==> src/rtl/clock_dp_ext.sv <==
// Time-of-day clock with sub-second divider, set-mode field editing, 12/24h display and alarm.
// Time fields and pulses are registered; display hour and PM flag are combinational from oHour.
module clock_dp_ext #(
  parameter  int CLK_HZ    = 100_000_000,
  parameter  int SUB_HZ    = 100,
  parameter  int INIT_HOUR = 12,
  parameter  int INIT_MIN  = 0,
  parameter  int INIT_SEC  = 0,
  localparam int SUB_W     = $clog2(SUB_HZ)
) (
  input  logic             iClk,
  input  logic             iRst,
  input  logic             iSet,
  input  logic             iHour_Up,
  input  logic             iHour_Down,
  input  logic             iMin_Up,
  input  logic             iMin_Down,
  input  logic             iSec_Up,
  input  logic             iSec_Down,
  input  logic             iMode12,
  input  logic             iAlarm_En,
  input  logic [4:0]       iAlarm_Hour,
  input  logic [5:0]       iAlarm_Min,
  output logic [SUB_W-1:0] omSec,
  output logic [5:0]       oSec,
  output logic [5:0]       oMin,
  output logic [4:0]       oHour,
  output logic [4:0]       oHour_Disp,
  output logic             oPM,
  output logic             omSec_Tick,
  output logic             oSec_Tick,
  output logic             oAlarm
);

  localparam int                DIV     = CLK_HZ / SUB_HZ;
  localparam int                DIV_W   = (DIV > 1) ? $clog2(DIV) : 1;
  localparam logic [DIV_W-1:0]  DIV_MAX = DIV_W'(DIV - 1);
  localparam logic [SUB_W-1:0]  SUB_MAX = SUB_W'(SUB_HZ - 1);

  logic [DIV_W-1:0] divCnt;
  logic             subTick;
  logic             subWrap;
  logic             secWrap;
  logic             minWrap;
  logic             hourWrap;
  logic [5:0]       secNext;
  logic [5:0]       minNext;
  logic [4:0]       hourNext;
  logic             alarmHit;

  function automatic logic [5:0] edit60(input logic [5:0] v, input logic up, input logic dn);
    if (up == dn) return v;
    if (up)       return (v == 6'd59) ? 6'd0 : v + 6'd1;
    return (v == 6'd0) ? 6'd59 : v - 6'd1;
  endfunction

  function automatic logic [4:0] edit24(input logic [4:0] v, input logic up, input logic dn);
    if (up == dn) return v;
    if (up)       return (v == 5'd23) ? 5'd0 : v + 5'd1;
    return (v == 5'd0) ? 5'd23 : v - 5'd1;
  endfunction

  assign subTick  = !iSet && (divCnt == DIV_MAX);
  assign subWrap  = (omSec == SUB_MAX);
  assign secWrap  = (oSec == 6'd59);
  assign minWrap  = (oMin == 6'd59);
  assign hourWrap = (oHour == 5'd23);

  // Values the seconds carry would produce; the alarm compares against these so it
  // fires on the same edge that makes the matching time visible.
  always_comb begin
    secNext  = secWrap ? 6'd0 : oSec + 6'd1;
    minNext  = oMin;
    hourNext = oHour;
    if (secWrap) begin
      minNext = minWrap ? 6'd0 : oMin + 6'd1;
      if (minWrap) begin
        hourNext = hourWrap ? 5'd0 : oHour + 5'd1;
      end
    end
  end

  assign alarmHit = iAlarm_En && secWrap &&
                    (hourNext == iAlarm_Hour) && (minNext == iAlarm_Min);

  always_ff @(posedge iClk or negedge iRst) begin
    if (!iRst) begin
      divCnt     <= '0;
      omSec      <= '0;
      oSec       <= 6'(INIT_SEC);
      oMin       <= 6'(INIT_MIN);
      oHour      <= 5'(INIT_HOUR);
      omSec_Tick <= 1'b0;
      oSec_Tick  <= 1'b0;
      oAlarm     <= 1'b0;
    end else begin
      omSec_Tick <= 1'b0;
      oSec_Tick  <= 1'b0;
      oAlarm     <= 1'b0;
      if (iSet) begin
        divCnt <= '0;
        omSec  <= '0;
        oSec   <= edit60(oSec,  iSec_Up,  iSec_Down);
        oMin   <= edit60(oMin,  iMin_Up,  iMin_Down);
        oHour  <= edit24(oHour, iHour_Up, iHour_Down);
      end else if (subTick) begin
        divCnt     <= '0;
        omSec_Tick <= 1'b1;
        if (subWrap) begin
          omSec     <= '0;
          oSec      <= secNext;
          oMin      <= minNext;
          oHour     <= hourNext;
          oSec_Tick <= 1'b1;
          oAlarm    <= alarmHit;
        end else begin
          omSec <= omSec + SUB_W'(1);
        end
      end else begin
        divCnt <= divCnt + DIV_W'(1);
      end
    end
  end

  always_comb begin
    oHour_Disp = oHour;
    if (iMode12) begin
      if (oHour == 5'd0) begin
        oHour_Disp = 5'd12;
      end else if (oHour > 5'd12) begin
        oHour_Disp = oHour - 5'd12;
      end
    end
  end

  assign oPM = (oHour >= 5'd12);

endmodule

==> config.mk <==
export PLATFORM = sky130hd
export DESIGN_NAME = clock_dp_ext
export DESIGN_NICKNAME = d
export VERILOG_FILES = /design/src/rtl/clock_dp_ext.sv
export SDC_FILE = /design/constraint.sdc
export NUM_CORES = 1
export LEC_CHECK = 0
export BUFFER_PORTS_ARGS = -buffer_cell sky130_fd_sc_hd__buf_2
export CORE_ASPECT_RATIO = 0.6
export CORE_MARGIN = 2
export CORE_UTILIZATION = 45
export DETAILED_ROUTE_END_ITERATION = 6
export GPL_ROUTABILITY_DRIVEN = 0
export PLACE_DENSITY = 0.65
export SLEW_MARGIN = 20
export SYNTH_ARGS = -nofsm -noshare
export SYNTH_HDL_FRONTEND = slang
export SYNTH_SLANG_ARGS = --single-unit
==> constraint.sdc <==
create_clock -name iClk -period 6.84 [get_ports iClk]
set_input_delay 2.052 -clock iClk [delete_from_list [all_inputs] [get_ports iClk]]
set_output_delay 2.052 -clock iClk [all_outputs]
set_load 0.02 [all_outputs]
==> results.txt, run 1 <==
----------------------------------------------------
[Run status]
  Result of the run ... finished, final reports clean

[Yosys]
  Post-synthesis sequential area ratio ... 0.321
  Post-Syn Nets ... 484
  FFs w/ async S/R, synth ... 1.00
  Count of flip-flops with a built-in enable after synthesis ... 0
  Share of the synthesized area in the top cell type ... 0.306
  Synthesized netlist cell count ... 448
  Syn. warnings ... 0
  Post-synth design cell area ... 3680 um^2
  Commonest cells in the synthesized netlist ... sky130_fd_sc_hd__dfrtp_1 (45), sky130_fd_sc_hd__nor2_1 (45), sky130_fd_sc_hd__nand2_1 (43)
  Synth Area per Inst ... just over 8 um^2
  Count of different cell masters after synthesis ... 64
  Largest cells by area after synthesis ... sky130_fd_sc_hd__dfrtp_1 (31%), sky130_fd_sc_hd__xnor2_1 (5.5%), sky130_fd_sc_hd__ha_1 (4.8%), sky130_fd_sc_hd__nor2_1 (4.6%), sky130_fd_sc_hd__nand2_1 (4.4%)
  Main synth FF type ... sky130_fd_sc_hd__dfrtp_1
  Largest area contributor in the netlist ... sky130_fd_sc_hd__dfrtp_1
  #FFs+latches synth ... between 40 and 50

[CTS]
  Clock buffers created by TritonCTS ... 5
  CTS tree ... built
  CTS clk-pin slew, worst paths ... 60 ps
  Clock latency on the worst-skew pair ... roughly 300 ps
  Number of H-tree levels ... 2
  Number of hold-repair buffers added at the cts stage ... 0
  Longest Clk Path Bufs ... 2
  Sink count of the clock tree ... 47
  Quantity of gates resized following cts ... 0
  Clock root buffer master ... sky130_fd_sc_hd__clkbuf_16
  Number of setup buffers added after CTS ... 0

[STA]
  Final hold violation count ... 0
  Final count of negative-setup-slack endpoints ... 0
  Post-route setup slack ... about 2000 ps
  Highest clock rate ... roughly 210 MHz
  Post-Route Setup TNS ... 0 ps
  Final critical-path required period ... ~4800 ps
  Slew @ Worst Pin ... between 800 and 900 ps
  Count of final max-slew check failures ... 0
  Worst slew margin ... 0.417
  Final worst path period share ... 0.704
  Worst clock skew on the final layout ... between 6 and 7 ps
  Unrepaired setup endpoints after global routing ... no

[Global routing]
  GRT Total Usage ... 0.230
  Overall overflow remaining after global route ... 0
  First-pass GRT wire length ... between 15000 and 20000 um
  Vias in the first global route ... 3225
  Number of antenna violations at the first check in global routing ... 0
  Maximum number of pins on one net before global-route repair ... 48

[Layout]
  Layout overhead on the synthesized area ... 12.6%
  Area taken by flip-flops and latches ... 1180 um^2
  Area of combinational cells with multiple inputs ... ~2300 um^2
  Proportion of layout cells with a drive suffix above 1 ... 0.160
  Antenna fix cells ... 0
  Number of fill cells ... 747
  Post-layout net count ... approximately 520
  Design Area, Final ... 4140 um^2

[Floorplan]
  Total die area ... 8930 um^2
  Number of top-level design ports ... 55
  Height of the die ... approximately 74 um
  Number of rows created at floorplan ... 25
  Initial core utilization ... 0.465
  Die width ... ~120 um
  Placeable core region ... about 8000 um^2

[Critical path]
  Worst Setup Start Kind ... input pin
  Cell with the most instances on the worst path ... sky130_fd_sc_hd__buf_2
  Cell family with most CP delay ... buffers and inverters
  Critical Path AT ... 2770 ps
  CP Class ... input pin to primary output
  Largest stage delay on the critical path ... between 150 and 200 ps
  Critical-path maximum fanout ... 7
  Critical Path, Cell by Cell ... buf_2 > o21ai_0 > xnor2_1 > nand2_1 > buf_2
  Element type at the critical path end ... primary output
  Library cell contributing the largest single delay on the critical path ... sky130_fd_sc_hd__xnor2_1
  Count of buffering cells on the critical path with inverters included ... 2
  Required time of the worst setup path ... roughly 4800 ps

[Pwr]
  Pwr Total ... ~0.0013 W
  Worst vdd rail ir drop ... 0.173 mV
  Leakage power ... roughly 1.8 nW
  Power density normalized to cell area ... 303 nW/um^2

[Hold path]
  Class of the most critical hold timing path ... register to register

[Detailed routing]
  Drt wl/cell ... 16.2 um
  Total wirelength of the detailed-routed design ... 9670 um
  First-pass detailed-route iteration total ... 5
  Final antenna-violating net count ... 0
  Vias per cell ... a little under 6
  Total via count in the routed design ... 3471
  Count of unresolved DRC violations after routing ... 0
  Number of violations reported at the end of detailed-routing iteration 0 ... slightly below 300

[Placement]
  Post-place setup slack ... 2030 ps
  Placed Instance Area ... about 4000 um^2
  Detailed placement HPWL ... between 7000 and 8000 um
  Port buffer count ... 54

[Run]
  Number of maximum-capacitance constraint violations ... 0

----------------------------------------------------
==> power by group <==
group | internal, W | switching (W) | total [W]
sequential | 0.000320 | 0.000123 | 0.000443
clock | 0.000146 | 0.000114 | 0.000260
combinational | 0.000223 | 0.000329 | 0.000552
==> path summary, 6_finish.rpt <==
| kind | startpoint | end | slack (ps) | depth (start not counted) |
|---|---|---|---|---|
| max in group asynchronous | iRst | oMin[4]$_DFFE_PN0P_ | 4570 | 2 |
| min in group asynchronous | iRst | omSec_Tick$_DFF_PN0_ | 1850 | 2 |
| setup / recovery | iMode12 | oHour_Disp[2] | 2020 | 5 |
| hold / removal | divCnt[0]$_DFF_PN0_ | divCnt[0]$_DFF_PN0_ | 500 | 1 |
| hold reg to reg | divCnt[0]$_DFF_PN0_ | divCnt[0]$_DFF_PN0_ | 500 | 1 |
| setup reg to reg | omSec[0]$_DFFE_PN0P_ | oSec[0]$_DFFE_PN0P_ | 4050 | 7 |
==> per-layer routing <==
layer	up-vias	global-route usage	part of all wire
li1	1703	-	-
met1	1642	0.356	0.51
met2	118	0.337	0.41
met3	8	0.0406	0.070
met4	0	0.0478	0.0078
met5	-	0	0
==> registers in the layout, summed over array words and instances (netlist names) <==
signal	flops
oHour	5
oSec_Tick	1
oSec	6
oMin	6
omSec	7
oAlarm	1
divCnt	20
omSec_Tick	1
==> final cells by class <==
| cell class | instances | area share |
|---|---|---|
| repair buffers | 55 | 0.0671 |
| flip-flops and latches | 47 | 0.285 |
| well taps | 108 | 0.0326 |
| inverters | 18 | 0.0163 |
| clock inverters | 2 | 0.00393 |
| clock buffers | 6 | 0.0335 |
| multi-input cells | 359 | 0.562 |
==> layout by cell type, fill, tap and decap left out, types with 5 or more instances in the layout <==
cell type	count
sky130_fd_sc_hd__buf_2	54
sky130_fd_sc_hd__nor2_1	45
sky130_fd_sc_hd__dfrtp_1	45
sky130_fd_sc_hd__nand2_1	43
sky130_fd_sc_hd__o21ai_0	32
sky130_fd_sc_hd__a21oi_1	27
sky130_fd_sc_hd__xnor2_1	23
sky130_fd_sc_hd__nand3_1	21
sky130_fd_sc_hd__inv_1	18
sky130_fd_sc_hd__ha_1	14
sky130_fd_sc_hd__xor2_1	13
sky130_fd_sc_hd__nor3_1	12
sky130_fd_sc_hd__nand4_1	9
sky130_fd_sc_hd__nor2b_1	8
sky130_fd_sc_hd__a31oi_1	8
sky130_fd_sc_hd__and2_1	7
sky130_fd_sc_hd__and3_1	6
sky130_fd_sc_hd__o21a_1	6
sky130_fd_sc_hd__o211ai_1	5
sky130_fd_sc_hd__a22o_1	5
sky130_fd_sc_hd__clkbuf_16	5
==> worst reg2reg max path, delay by kind of cell, from the launching register on <==
| family | cells | cell delay [ps] |
|---|---|---|
| compound gates | 4 | 1470 |
| fa+ha+maj | 1 | 270 |
| flops | 1 | 440 |
| simple gates | 2 | 510 |
==> through the flow <==
step	util	std cells	hold WS (ps)
global route	0.523	595	522
finish	0.523	595	498
global placement	0.504	587	486
floorplan	-	448	455
CTS	0.523	595	499
detailed placement	0.504	587	487
==> cells by family (layout without fill, tap and decap cells) <==
| logic type | count (synthesis) | after routing | synth area share |
|---|---|---|---|
| AND/OR/NAND/NOR | 177 | 177 | 0.252 |
| AO/OA/AOI/OAI | 127 | 127 | 0.230 |
| flip-flops | 47 | 47 | 0.321 |
| buffers and inverters | 42 | 81 | 0.0466 |
| XOR/XNOR | 36 | 36 | 0.0858 |
| adder cells (fa/ha/maj) | 14 | 14 | 0.0477 |
| multiplexers | 5 | 5 | 0.0174 |
Power figures use the tool's default switching activity.
==> run 2, diff against run 1 <==
Clock period 6.84 ns to 4.47 ns, I/O delays scaled along.
==> run 2 against run 1 <==
Effect of this change: clock skew barely moved; register-to-register slack got worse by 2400 ps; hold slack worse by 14 ps; largest cell class unchanged; largest power group unchanged.
==> results.txt, run 2 (synthesis gave the netlist of run 1 again) <==
----------------------------------------------------
[Layout]
  Proportion of layout cells with a drive suffix above 1 ... 0.162
  Finished Layout Cells ... 596
  Largest registers in the final layout ... divCnt (20), omSec (7)
  Most frequent standard cell in the layout excluding fill and tap cells ... sky130_fd_sc_hd__buf_2
  Largest reg by FF count ... divCnt
  Largest register FFs ... 20
  Layout overhead on the synthesized area ... 13.8%
  Design Area, Final ... approximately 4200 um^2
  Most frequent cells in the layout ... sky130_fd_sc_hd__buf_2 (54), sky130_fd_sc_hd__nor2_1 (45), sky130_fd_sc_hd__dfrtp_1 (45)
  Antenna fix cells ... 0
  Util after Layout ... 0.529
  Post-layout net count ... 523

[Critical path]
  Worst Setup Start Kind ... register
  Critical Path AT ... ~2100 ps
  Critical Path, Cell by Cell ... ha_1 > a21oi_1 > o21ai_0 > nor2_1 > o21ai_0 > buf_2
  Element type at the critical path end ... primary output
  Library cell contributing the largest single delay on the critical path ... sky130_fd_sc_hd__dfstp_2
  Cell with the most instances on the worst path ... sky130_fd_sc_hd__o21ai_0
  CP Class ... register to primary output
  Reg2Reg Depth ... 7
  Critical-path maximum fanout ... 13
  Largest stage delay on the critical path ... 680 ps
  Required time of the worst setup path ... ~3100 ps

[Pwr]
  Power density normalized to cell area ... roughly 470 nW/um^2
  Cell-internal power ... around 0.0011 W
  Net switching power of the design ... between 0.0008 and 0.0009 W
  Combinational fraction of design power ... 0.431
  Portion of total power attributed to the clock network ... 0.224
  Worst vdd rail ir drop ... between 0.15 and 0.2 mV
  Net switching fraction of the power ... 0.442
  Pwr Total ... 0.00197 W
  Relative contribution of sequential cells to total power ... 0.345
  Leakage power ... around 1.8 nW

[STA]
  Worst clock skew on the final layout ... just over 6 ps
  Unrepaired setup endpoints after global routing ... no
  Slew @ Worst Pin ... 841 ps
  Final count of negative-setup-slack endpoints ... 0
  Final critical-path required period ... about 3500 ps
  Highest clock rate ... approximately 290 MHz
  Final worst path period share ... 0.778
  Post-Route Setup TNS ... 0 ps
  Count of final max-slew check failures ... 0
  Final hold violation count ... 0
  Worst slew margin ... 0.439

[Run]
  Number of maximum-capacitance constraint violations ... 0

[CTS]
  Clock latency on the worst-skew pair ... roughly 300 ps
  Number of hold-repair buffers added at the cts stage ... 0
  CTS tree ... built
  Number of setup buffers added after CTS ... 0
  Clock root buffer master ... sky130_fd_sc_hd__clkbuf_16
  Longest Clk Path Bufs ... 2
  Sink count of the clock tree ... 47
  Number of H-tree levels ... 2
  Quantity of gates resized following cts ... 0
  Clock buffers created by TritonCTS ... 5
  CTS clk-pin slew, worst paths ... ~70 ps

[Detailed routing]
  Routed length on met2 ... between 4000 and 5000 um
  Detailed route wirelength on metal3 ... about 630 um
  Number of violations reported at the end of detailed-routing iteration 0 ... about 230
  Total wirelength of the detailed-routed design ... a little under 10000 um
  Met1 WL ... ~5000 um
  First-pass detailed-route iteration total ... 7
  Final antenna-violating net count ... 0
  Top layer used by detailed routing ... met4
  Drt wl/cell ... roughly 16 um
  Vias per cell ... 5.91
  Total via count in the routed design ... 3525
  Count of unresolved DRC violations after routing ... 0

[Global routing]
  First-pass GRT wire length ... ~16000 um
  Overall overflow remaining after global route ... 0
  Number of antenna violations at the first check in global routing ... 0
  Vias in the first global route ... approximately 3100
  Maximum number of pins on one net before global-route repair ... 43
  GRT Total Usage ... 0.221

[Hold path]
  Cell depth of the worst hold path ... 1
  Class of the most critical hold timing path ... register to register

[Placement]
  Count of placed standard cells including taps ... roughly 590
  Port buffer count ... 54
  Detailed placement HPWL ... 7120 um
  Placed Instance Area ... 3990 um^2

[Floorplan]
  Total die area ... just under 9000 um^2
  Placeable core region ... 7910 um^2
  Initial core utilization ... 0.465
  Number of rows created at floorplan ... 25
  Number of top-level design ports ... 55
  Height of the die ... roughly 74 um
  Die width ... 121 um

[Run status]
  Result of the run ... finished, final reports clean

----------------------------------------------------
-- run 2: cell types whose count changed in the layout (fill, tap and decap cells not counted), sizes merged --
| cell | before | now |
|---|---|---|
| buf | 55 | 56 |
| clkinv | 1 | 0 |
| clkbuf | 6 | 5 |
| inv | 18 | 19 |
| bufinv | 0 | 1 |
-- run 2: worst max-delay path, delay by kind of cell, from the launching register on --
kind | cells | cell delay, ps
compound gates | 3 | 570
fa+ha+maj | 1 | 330
buf+inv | 1 | 200
flops | 1 | 680
simple gates | 1 | 60
-- run 2: worst paths after layout --
path	slack, ps	from	to
worst max-delay path	990	oHour[2]$_DFFE_PN1P_	oHour_Disp[3]
worst min-delay path	480	divCnt[0]$_DFF_PN0_	divCnt[0]$_DFF_PN0_
worst max register to register	1670	omSec[0]$_DFFE_PN0P_	oSec[0]$_DFFE_PN0P_
worst min register to register	480	divCnt[0]$_DFF_PN0_	divCnt[0]$_DFF_PN0_
max in group asynchronous	2890	iRst	oHour[3]$_DFFE_PN1P_
min in group asynchronous	1010	iRst	divCnt[17]$_DFF_PN0_
-- run 2: cell type report --
| type | instances | area (um^2) |
|---|---|---|
| clock inverters | 3 | 46.3 |
| flip-flops and latches | 47 | 1180 |
| repair buffers | 56 | 305 |
| clock buffers | 5 | 125 |
| fillers | 754 | 3730 |
| well taps | 108 | 135 |
| inverters | 18 | 67.6 |
| multi-input cells | 359 | 2330 |
-- run 2: power by group through the flow --
stage	Combinational [W]	Sequential [W]	Clock [W]
global route	0.000940	0.000700	0.000462
global placement	0.000822	0.000675	0
detailed placement	0.000835	0.000682	0
CTS	0.000841	0.000675	0.000443
floorplan	0.000628	0.000648	0
finish	0.000849	0.000679	0.000441
-- run 2: metrics by stage --
stage / hold WS (ps) / setup WS (ps)
after floorplan: 455 / 1130
after global placement: 482 / 1140
after detailed placement: 476 / 1100
after CTS: 484 / 1040
after global routing: 523 / 862
final: 484 / 993
-- run 2: per-layer routing --
layer,vias up,global-route usage
met1,1683,0.336
met5,-,0
met2,134,0.321
met3,8,0.0483
met4,0,0.0478
li1,1700,-
